<file path="config.mk">
export PLATFORM = sky130hd
export DESIGN_NAME = fifo_to_ram
export DESIGN_NICKNAME = d
export VERILOG_FILES = /design/src/rtl/fifo_to_ram_pkg.sv /design/src/rtl/fifo_to_ram_counter.sv /design/src/rtl/fifo_to_ram.sv
export SDC_FILE = /design/constraint.sdc
export NUM_CORES = 1
export LEC_CHECK = 0
export ABC_AREA = 0
export BUFFER_PORTS_ARGS = -buffer_cell sky130_fd_sc_hd__buf_4
export CORE_MARGIN = 2
export CORE_UTILIZATION = 49
export CTS_CLUSTER_DIAMETER = 60
export DETAILED_ROUTE_END_ITERATION = 16
export HOLD_SLACK_MARGIN = 0.08
export PLACE_DENSITY = 0.83
export SLEW_MARGIN = 25
export SYNTH_ARGS = -nofsm -noshare
export SYNTH_HDL_FRONTEND = slang
export SYNTH_HIERARCHICAL = 1
export SYNTH_SLANG_ARGS = --single-unit
</file>
<file path="constraint.sdc">
create_clock -name clk -period 2.35 [get_ports clk]
set_clock_uncertainty 0.1 [all_clocks]
set_input_delay 0.3525 -clock clk [delete_from_list [all_inputs] [get_ports clk]]
set_output_delay 0.3525 -clock clk [all_outputs]
set_load 0.005 [all_outputs]
</file>
<file path="src/rtl/fifo_to_ram_pkg.sv">
// ---------------------------------------------------------------------------
// fifo_to_ram_pkg: shared helpers for the FIFO-to-RAM transfer engine.
// Rev 1.0
// ---------------------------------------------------------------------------
`default_nettype none

package fifo_to_ram_pkg;

  function automatic int unsigned last_index(input int unsigned size);
    return (size == 0) ? 0 : size - 1;
  endfunction

endpackage

`default_nettype wire

</file>
<file path="src/rtl/fifo_to_ram_counter.sv">
// ---------------------------------------------------------------------------
// fifo_to_ram_counter: wrapping 0..MAX-1 counter with clear and enable.
// Rev 1.0
// ---------------------------------------------------------------------------
`default_nettype none

module fifo_to_ram_counter
  import fifo_to_ram_pkg::*;
#(
  parameter int W   = 16,
  parameter int MAX = 1024
) (
  input  logic         clk,
  input  logic         rst,
  input  logic         clr,
  input  logic         en,
  output logic [W-1:0] cnt,
  output logic         last
);

  localparam logic [W-1:0] LAST = W'(last_index(MAX));

  // High on the enabled cycle that carries the final value.
  assign last = en && (cnt == LAST);

  always_ff @(posedge clk or posedge rst) begin
    if (rst) begin
      cnt <= '0;
    end else if (clr) begin
      cnt <= '0;
    end else if (en) begin
      cnt <= (cnt == LAST) ? '0 : cnt + W'(1);
    end
  end

endmodule

`default_nettype wire

</file>
<file path="src/rtl/fifo_to_ram.sv">
// ---------------------------------------------------------------------------
// fifo_to_ram: pops DATA_SIZE FIFO words and writes them to RAM 0..N-1.
// Rev 1.0
// ---------------------------------------------------------------------------
`default_nettype none

module fifo_to_ram
  import fifo_to_ram_pkg::*;
#(
  parameter int CW        = 16,
  parameter int AW        = 16,
  parameter int DW        = 32,
  parameter int DATA_SIZE = 1024
) (
  input  logic          clk,
  input  logic          rst,
  input  logic          start,
  output logic          done,
  output logic          fifo_pop,
  input  logic          fifo_empty,
  input  logic [DW-1:0] data_from_fifo,
  output logic          ram_wena,
  output logic [AW-1:0] ram_addr,
  output logic [DW-1:0] data_to_ram
);

  typedef enum logic [1:0] {
    IDLE  = 2'd0,
    RUN   = 2'd1,
    DRAIN = 2'd2,
    DONE  = 2'd3
  } state_t;

  localparam logic [CW-1:0] LIMIT    = CW'(DATA_SIZE);
  localparam logic [CW-1:0] LAST_POP = CW'(last_index(DATA_SIZE));

  state_t        state;
  logic [CW-1:0] pop_cnt;
  logic [CW-1:0] wr_cnt;
  logic          last_wr;

  assign fifo_pop    = (state == RUN) && !fifo_empty && (pop_cnt < LIMIT);
  assign done        = (state == DONE);
  assign data_to_ram = data_from_fifo;
  assign ram_addr    = AW'(wr_cnt);

  // Clearing during DONE guarantees the next transfer starts at address 0.
  fifo_to_ram_counter #(
    .W   (CW),
    .MAX (DATA_SIZE)
  ) u_wr_cnt (
    .clk  (clk),
    .rst  (rst),
    .clr  (state == DONE),
    .en   (ram_wena),
    .cnt  (wr_cnt),
    .last (last_wr)
  );

  always_ff @(posedge clk or posedge rst) begin
    if (rst) begin
      state    <= IDLE;
      pop_cnt  <= '0;
      ram_wena <= 1'b0;
    end else begin
      ram_wena <= fifo_pop;
      case (state)
        IDLE: begin
          pop_cnt <= '0;
          if (start) state <= RUN;
        end
        RUN: begin
          if (fifo_pop) begin
            pop_cnt <= pop_cnt + CW'(1);
            if (pop_cnt == LAST_POP) state <= DRAIN;
          end
        end
        DRAIN: begin
          if (last_wr) state <= DONE;
        end
        DONE: begin
          pop_cnt <= '0;
          state   <= IDLE;
        end
        default: state <= IDLE;
      endcase
    end
  end

endmodule

`default_nettype wire

</file>
**Word level (Yosys, flattened, before mapping)**

Cells that the tools add are included.

- $add $sub $neg: 2
- Order comparisons: 1
- Eq/ne operators: 9
- Muxes and demuxes: 10
- Reductions and logical operators: 10

Operator list:

| cell | count |
|---|---|
| $mux 16 | 4 |
| $add 16x1->16 const B | 2 |
| $eq 16x10->1 const B | 2 |
| $pmux 16 s2 | 1 |
| $lt 16x11->1 const B | 1 |
| $mux 2 | 4 |
| $pmux 2 s4 | 1 |
| $ne 2x2->1 const B | 3 |
| $eq 2x2->1 const B | 2 |
| $reduce_and 4->1 | 1 |
| $reduce_bool 2->1 | 2 |
| $logic_and 1x1->1 | 3 |
| $eq 2x1->1 const B | 1 |
| $logic_not 2->1 | 1 |
| $ne 2x1->1 const B | 1 |
| $reduce_and 2->1 | 1 |
| $reduce_or 2->1 | 1 |
| $logic_not 1->1 | 1 |

- Bits in registers: 35
- Input port bits: 36
- Output and inout port bits: 51
- Word-level logic and storage cells: 36

**Depth between registers and ports, before layout**

Gate-level depths: netlist of run 1.

- Depth after elaboration: 5
- Gate-level depth with buffers: 7
- Mapped depth without buffers: 7

**Cells and area by module**

Netlist of run 1, hierarchy kept.

Modules (own cells, without submodules):

| module | instances | cells an instance | area an instance (um^2) | seq. area each (um^2) |
|---|---|---|---|---|
| fifo_to_ram | 1 | 143 | 1342.5 | 475.5 |
| fifo_to_ram_counter | 1 | 100 | 927.1 | 400.4 |

**Least setup slack after synthesis of run 1**

Ideal clock, no wire load.

- Kind: reg-to-output
- Start: reg state[1]
- End: out fifo_pop
- Data arrival time: 1428 ps
- Required time: 1898 ps
- Setup slack: 470 ps
- Stages on the path, launching flop included: 6
- Buffers on the path: 2
- Cell sequence: dfrtp_1 -> inv_1 -> ha_1 -> clkbuf_1 -> clkbuf_1 -> and3_2

- Cells in the longest elaborated chain, start to end: 3

Ends and longest elaborated chain:

| item | RTL line | text |
|---|---|---|
| start: declaration | fifo_to_ram.sv:37 | `state_t state;` |
| start signal: assignment | fifo_to_ram.sv:62 | `state <= IDLE;` |
| start signal: assignment | fifo_to_ram.sv:70 | `if (start) state <= RUN;` |
| start signal: assignment | fifo_to_ram.sv:75 | `if (pop_cnt == LAST_POP) state <= DRAIN;` |
| $eq 2x1->1 | fifo_to_ram.sv:42 | `assign fifo_pop = (state == RUN) && !fifo_empty && (pop_cnt < LIMIT);` |
| $logic_and 1x1->1 (2 in series) | fifo_to_ram.sv:42 |  |
| end: declaration | fifo_to_ram.sv:19 | `output logic fifo_pop,` |

No other way between the ends.

**Worst setup path after layout of run 1**

- Start: reg state[0]
- End: reg pop_cnt[7]

- Cells in the longest elaborated chain, start to end: 5
- Elaborated cells on any way between the ends: 10
- Those cells by class: eq/ne: 3; mux: 1; reduce/logical: 6

Ends and longest elaborated chain:

| item | RTL line | text |
|---|---|---|
| $eq 2x1->1 | fifo_to_ram.sv:42, fifo_to_ram.sv:67 |  |
| $logic_and 1x1->1 (2 in series) | fifo_to_ram.sv:42 |  |
| $ne 2x2->1 (no line) | n/a |  |
| $reduce_and 2->1 (no line) | n/a |  |
| end signal: assignment | fifo_to_ram.sv:74 | `pop_cnt <= pop_cnt + CW'(1);` |
| end: declaration | fifo_to_ram.sv:38 | `logic [CW-1:0] pop_cnt;` |

Several ways; a longest one is shown, not always the timed one.
A chain may end at the register's enable or synchronous reset.

==> results of run 1 <==
path summary, 6_finish.rpt:
check                                  from              end  cells past startpoint
max in group asynchronous               rst       pop_cnt[5]                      3
worst min-delay path             fifo_empty         ram_wena                      3
worst max register to register     state[0]       pop_cnt[7]                      6
min in group asynchronous               rst  u_wr_cnt/cnt[9]                      3
worst max-delay path               state[0]       pop_cnt[7]                      6
worst min register to register  pop_cnt[12]      pop_cnt[12]                      1
repair_timing:
item,CTS,global route
endpoints found under the setup margin,0,0
resized for setup,0,0
hold buffers,1,0
endpoints found under the hold margin,16,0
critical path, cell delays in order, from the launching register on:
cell and delay, ns:
dfrtp_1 0.40, inv_1 0.10, ha_1 0.46, nor2_1 0.18
a31oi_2 0.09, or4_1 0.54, a21oi_1 0.15
cell type report:
cell class                 count  area, µm²
tap                           52       65.1
sequential                    35        876
inverter                      10       37.5
timing repair buffer          27        205
multi-input combinational    161       1090
clock buffer                   7       76.3
fill                         412       2050
clock inverter                 1       5.00
synth_stat cells (2+ instances only):
cell      count
a21oi_1       9
a22o_1        2
a22oi_1       2
a31oi_1       3
a32o_1        9
and2_1        5
and3_1        4
and3_2        3
and4_1        3
buf_4        32
clkbuf_1      3
dfrtp_1      35
ha_1          6
inv_1        10
nand2_1      23
nand3_1       4
nand4_1       8
nor2_1       17
nor2b_1       6
nor3_1        2
nor4b_1       2
o211ai_1      7
o21ai_0       6
o31ai_1       2
or2_2         3
or3_1         2
or4_1         3
xnor2_1       5
xor2_1        2
power by group through the flow:
stage	sequential [mW]	combinational, mW	clock [mW]
global placement	0.614	0.0262	0
CTS	0.602	0.0280	0.431
detailed placement	0.614	0.0266	0
finish	0.602	0.0269	0.409
floorplan	0.614	0.0614	0
global route	0.602	0.0316	0.461
kinds of logic (layout without fill, tap and decap cells):
kind of cell	count (synthesis)	count (layout)	synth area share (%)
XOR/XNOR	7	7	2.70
buffers and inverters	47	45	13.2
flip-flops	35	35	38.6
adder cells (fa/ha/maj)	6	6	3.31
AND/OR/NAND/NOR	98	98	25.0
AO/OA/AOI/OAI	49	49	16.8
multiplexers	1	1	0.441
registers in the layout (all words and copies together), names as in the netlist:
signal	cells
pop_cnt	16
u_wr_cnt/cnt	16
state	2
ram_wena	1
per-layer routing:
metal / vias to the layer above / global-route usage [%] / share of wire, %
li1: 843 / - / -
met1: 884 / 23.5 / 42
met2: 64 / 30.8 / 50
met3: 6 / 6.11 / 6.6
met4: 0 / 6.29 / 0.77
met5: - / 0 / 0
==> summary.md, run 1 <==
| Metric | Value |
|---|---|
| Post-Place Cells | `284` |
| Largest net degree at the start of global routing | `20` |
| Asr flop ratio synth | `100%` |
| DRC Markers | `0` |
| First-pass GRT wire length | `7690 µm` |
| Final nets | `282` |
| DR vias | `1797` |
| Switching part of the total power | `21.2%` |
| Crit Path Class | `register to register` |
| Power Total | `1.04 mW` |
| Yosys cell types | `54` |
| Seq cells post-synth | `35` |
| Vias in the first global route | `1701` |
| Setup_tns | `0 ns` |
| Post-route ant nets | `0` |
| CP arrival | `2.20 ns` |
| Relative slew margins | `52.3%` |
| Die Y | `72.1 µm` |
| Ant diodes | `0` |
| Post-route cell area | `0.00236 mm²` |
| Initial antenna violation count | `0` |
| FMAX | `477 MHz` |
| Pwr dens | `440 mW/mm²` |
| IO buf count | `22` |
| Initial core utilization | `51.4%` |
| Grt total ovfl | `0` |
| DRT iter0 DRCs | `89` |
| Crit path setup slack, layout | `0.253 ns` |
| Final Max Slew Viols | `0` |
| Most common cell after layout, fill and taps aside | `dfrtp_1` |
| Clock Path Buffers | `2` |
| H-tree Lvls | `2` |
| Least-Margin Pin Slew | `0.715 ns` |
| Syn Nets | `285` |
| Setup WS pre-CTS | `0.254 ns` |
| Final Cycle Share | `89.2%` |
| Non-Filler Instances | `293` |
| Synth area leaders | `dfrtp_1 39%, buf_4 11%, a32o_1 4.0%, nand2_1 3.8%, ha_1 3.3%` |
| Critical path launch point type | `register` |
| Placed cell area | `0.00227 mm²` |
| Commonest cells after routing, fill and taps aside | `35 x dfrtp_1, 26 x buf_4, 23 x nand2_1` |
| Crit path max fanout | `13` |
| Comb power frac | `2.6%` |
| P_leak | `1.04 nW` |
| Die X | `72.1 µm` |
| Final Core Density | `53.5%` |
| Later-pin clock latency in the skew report | `0.28 ns` |
| Unrepaired setup endpoints after global routing | `false` |
| Num Clock Sinks | `35` |
| Int Pwr | `0.818 mW` |
| Vias/cell | `6.13` |
| Core box area | `0.00441 mm²` |
| Final setup vio count | `0` |
| Share of cells above drive strength 1 | `20.7%` |
| TritonCTS Buffers | `5` |
| Area Overhead vs Synth | `3.97%` |
| Ys flop type | `dfrtp_1` |
| Final hold vios | `0` |
| Area of the mapped netlist | `0.00227 mm²` |
| Synth warn | `6` |
| Avg Cell Area, Syn | `9.34 µm²` |
| Sequential area share after synthesis | `38.6%` |
| WL final | `4440 µm` |
| First drt pass iteration count | `4` |
| CTS tree | `done` |
| GRT Total Usage | `18.8%` |
| Routed wire per std cell | `15.1 µm` |
| Final HPWL DP | `3270 µm` |
| WP data required | `2.45 ns` |
| Rows | `24` |
| Routability congestion estimate | `0.862` |
| Clock transition at the registers of the reported paths | `0.07 ns` |
| Worst VDD drop | `0.243 mV` |
| MaxCap Viol Count | `0` |
| Sw power | `0.220 mW` |
| Synth top area share | `38.6%` |
| Share of power burned in the clock network | `39.4%` |
| Hold slack | `0.361 ns` |
| CTS root buffer | `clkbuf_8` |
| Crit path time final | `2.10 ns` |
| DIE AREA | `0.00519 mm²` |
| Yosys top cell by area | `dfrtp_1` |
| Sequential share of power | `58.0%` |
| Critical Path End Type | `register` |
| EDFF count, synth | `0` |
| Io pins | `87` |
| R2R Setup Slk | `0.25 ns` |
| Status | `finished, final reports clean` |
| Gate count after technology mapping | `243` |
| Hold crit path type | `primary input to register` |
| # Post-CTS Setup Buffers | `0` |
No activity file was read; power rests on OpenSTA's default activity.
==> run 2: changes to the inputs <==
--- a/config.mk
+++ b/config.mk
@@ -6,7 +6,7 @@
 export NUM_CORES = 1
 export LEC_CHECK = 0
 export ABC_AREA = 0
-export BUFFER_PORTS_ARGS = -buffer_cell sky130_fd_sc_hd__buf_4
+export BUFFER_PORTS_ARGS = -buffer_cell sky130_fd_sc_hd__buf_2
 export CORE_MARGIN = 2
 export CORE_UTILIZATION = 49
 export CTS_CLUSTER_DIAMETER = 60
==> run 2 against run 1 <==
Effect of this change: largest cell class unchanged; sequential cell count stayed put; largest power group unchanged; design area is 2.2% lower; clock power is 6.8% higher; non-clock buffer count stayed put.
==> summary.md, run 2 (synthesis results as in run 1) <==
| Metric | Value |
|---|---|
| Setup_tns | `0 ns (unchanged)` |
| P_leak | `1.04 nW (about the same)` |
| Crit path time final | `2.08 ns (-0.0130 ns)` |
| Least-Margin Pin Slew | `0.716 ns (+0.000732 ns)` |
| Routability congestion estimate | `0.866 (+0.43%)` |
| CTS root buffer | `clkbuf_8` |
| CP max stage cell | `or4_1` |
| DIE AREA | `0.00519 mm² (unchanged)` |
| H-tree Lvls | `2 (unchanged)` |
| Core box area | `0.00441 mm² (unchanged)` |
| Final nets | `282 (unchanged)` |
| Largest regs | `pop_cnt: 16 flops, u_wr_cnt/cnt: 16 flops, state: 2 flops` |
| Placed cell area | `0.00221 mm² (-2.4%)` |
| MaxCap Viol Count | `0 (unchanged)` |
| DRC Markers | `0 (unchanged)` |
| Final HPWL DP | `3140 µm (-3.8%)` |
| CP bufs+invs | `1 (unchanged)` |
| CTS tree | `done` |
| Status | `finished, final reports clean` |
| Relative slew margins | `52.2% (about the same)` |
| Unrepaired setup endpoints after global routing | `false` |
| TritonCTS Buffers | `5 (unchanged)` |
| Crit path max fanout | `13 (unchanged)` |
| Hold crit path type | `primary input to register` |
| Final Max Slew Viols | `0 (unchanged)` |
| Post-route ant nets | `0 (unchanged)` |
| WL final | `4340 µm (-2.1%)` |
| Io pins | `87 (unchanged)` |
| GRT Total Usage | `18.3% (-0.52 points)` |
| Area Overhead vs Synth | `1.71%` |
| Die X | `72.1 µm (unchanged)` |
| Vias/cell | `6.04 (-1.6%)` |
| Initial core utilization | `51.4% (unchanged)` |
| Fill cell count | `390 (-5.3%)` |
| Critical Path End Type | `register` |
| Final hold vios | `0 (unchanged)` |
| # Post-CTS Setup Buffers | `0 (unchanged)` |
| Grt total ovfl | `0 (unchanged)` |
| Crit Path Class | `register to register` |
| Worst stage delay on the critical path | `0.55 ns (about the same)` |
| Pwr dens | `461 mW/mm² (+4.8%)` |
| DR vias | `1769 (-1.6%)` |
| Worst VDD drop | `0.277 mV (+14%)` |
| First-pass GRT wire length | `7650 µm (-0.62%)` |
| Initial antenna violation count | `0 (unchanged)` |
| Largest net degree at the start of global routing | `20 (unchanged)` |
| IO buf count | `22 (unchanged)` |
| Die Y | `72.1 µm (unchanged)` |
| Post-route cell area | `0.00231 mm² (-2.2%)` |
| CP delay by family, top | `simple AND/OR/NAND/NOR gates` |
| DRT iter0 DRCs | `100 (+12%)` |
| WP data required | `2.46 ns (about the same)` |
| Critical Path, Cell by Cell | `inv_1 -> ha_1 -> nor2_1 -> a31oi_2 -> or4_1 -> a21oi_1` |
| PostCTS Resize Cnt | `0 (unchanged)` |
| Hold_buf cts | `1 (unchanged)` |
| Clock transition at the registers of the reported paths | `0.08 ns (about the same)` |
| Rows | `24 (unchanged)` |
| FMAX | `480 MHz (+0.62%)` |
| Ant diodes | `0 (unchanged)` |
| Later-pin clock latency in the skew report | `0.28 ns (about the same)` |
| Final setup vio count | `0 (unchanged)` |
| Commonest cells after routing, fill and taps aside | `35 x dfrtp_1, 23 x nand2_1, 22 x buf_2` |
| Num Clock Sinks | `35 (unchanged)` |
| Share of cells above drive strength 1 | `21.2% (+0.41 points)` |
| Most common cell after layout, fill and taps aside | `dfrtp_1` |
| Clock Path Buffers | `2 (unchanged)` |
| Routed wire per std cell | `14.8 µm (-2.1%)` |
| First drt pass iteration count | `4 (unchanged)` |
| Critical path launch point type | `register` |
| Vias in the first global route | `1692 (-0.53%)` |
| Final Cycle Share | `88.7% (-0.55 points)` |
| CP arrival | `2.20 ns (about the same)` |
==> run 2: changes by cell type in the layout (fill, tap and decap cells not counted), sizes merged <==
cell | previous run | this run
clkbuf | 7 | 6
clkinvlp | 0 | 1
==> run 2: worst min-delay path: cells and delay by family <==
family	cells	cell delay, ns
and+or+nand+nor	2	0.27
buffers and inverters	1	0.10
==> run 2: layer usage <==
metal	GRT usage (%)	wire, µm
met1	24.1	1920
met3	5.14	264
met2	29.1	2140
met5	0	0
met4	6.08	21
==> run 2: worst paths after layout <==
kind / start / endpoint / slack, ns / depth (start not counted)
max: state[0] / pop_cnt[9] / 0.27 / 6
min: fifo_empty / ram_wena / 0.38 / 3
max reg2reg: state[0] / pop_cnt[9] / 0.27 / 6
min reg2reg: pop_cnt[12] / pop_cnt[12] / 0.42 / 1
max in group asynchronous: rst / pop_cnt[10] / 1.06 / 3
min in group asynchronous: rst / u_wr_cnt/cnt[6] / 0.59 / 3
==> run 2: where the power goes <==
part	total (mW)	switching (mW)	internal, mW
combinational	0.0255	0.0194	0.00620
clock	0.437	0.230	0.207
sequential	0.602	0	0.602
==> run 2: through the flow <==
step / instances / util (%) / hold slack (ns) / total power [mW] / setup slack [ns]
global route: 293 / 52.3 / 0.391 / 1.10 / 0.0910
finish: 293 / 52.3 / 0.380 / 1.06 / 0.266
detailed placement: 284 / 50.1 / 0.371 / 0.639 / 0.253
global placement: 284 / 50.1 / 0.365 / 0.639 / 0.357
CTS: 293 / 52.3 / 0.379 / 1.07 / 0.261
floorplan: 243 / - / 0.166 / 0.675 / 0.470
==> run 2: layout make-up <==
type	count	area, µm²	share of cell area, %
flip-flops and latches	35	876	37.9
inverters	10	37.5	1.63
repair buffers	27	150	6.50
well taps	52	65.1	2.82
clock inverters	2	12.5	0.542
clock buffers	6	72.6	3.14
multi-input cells	161	1090	47.4
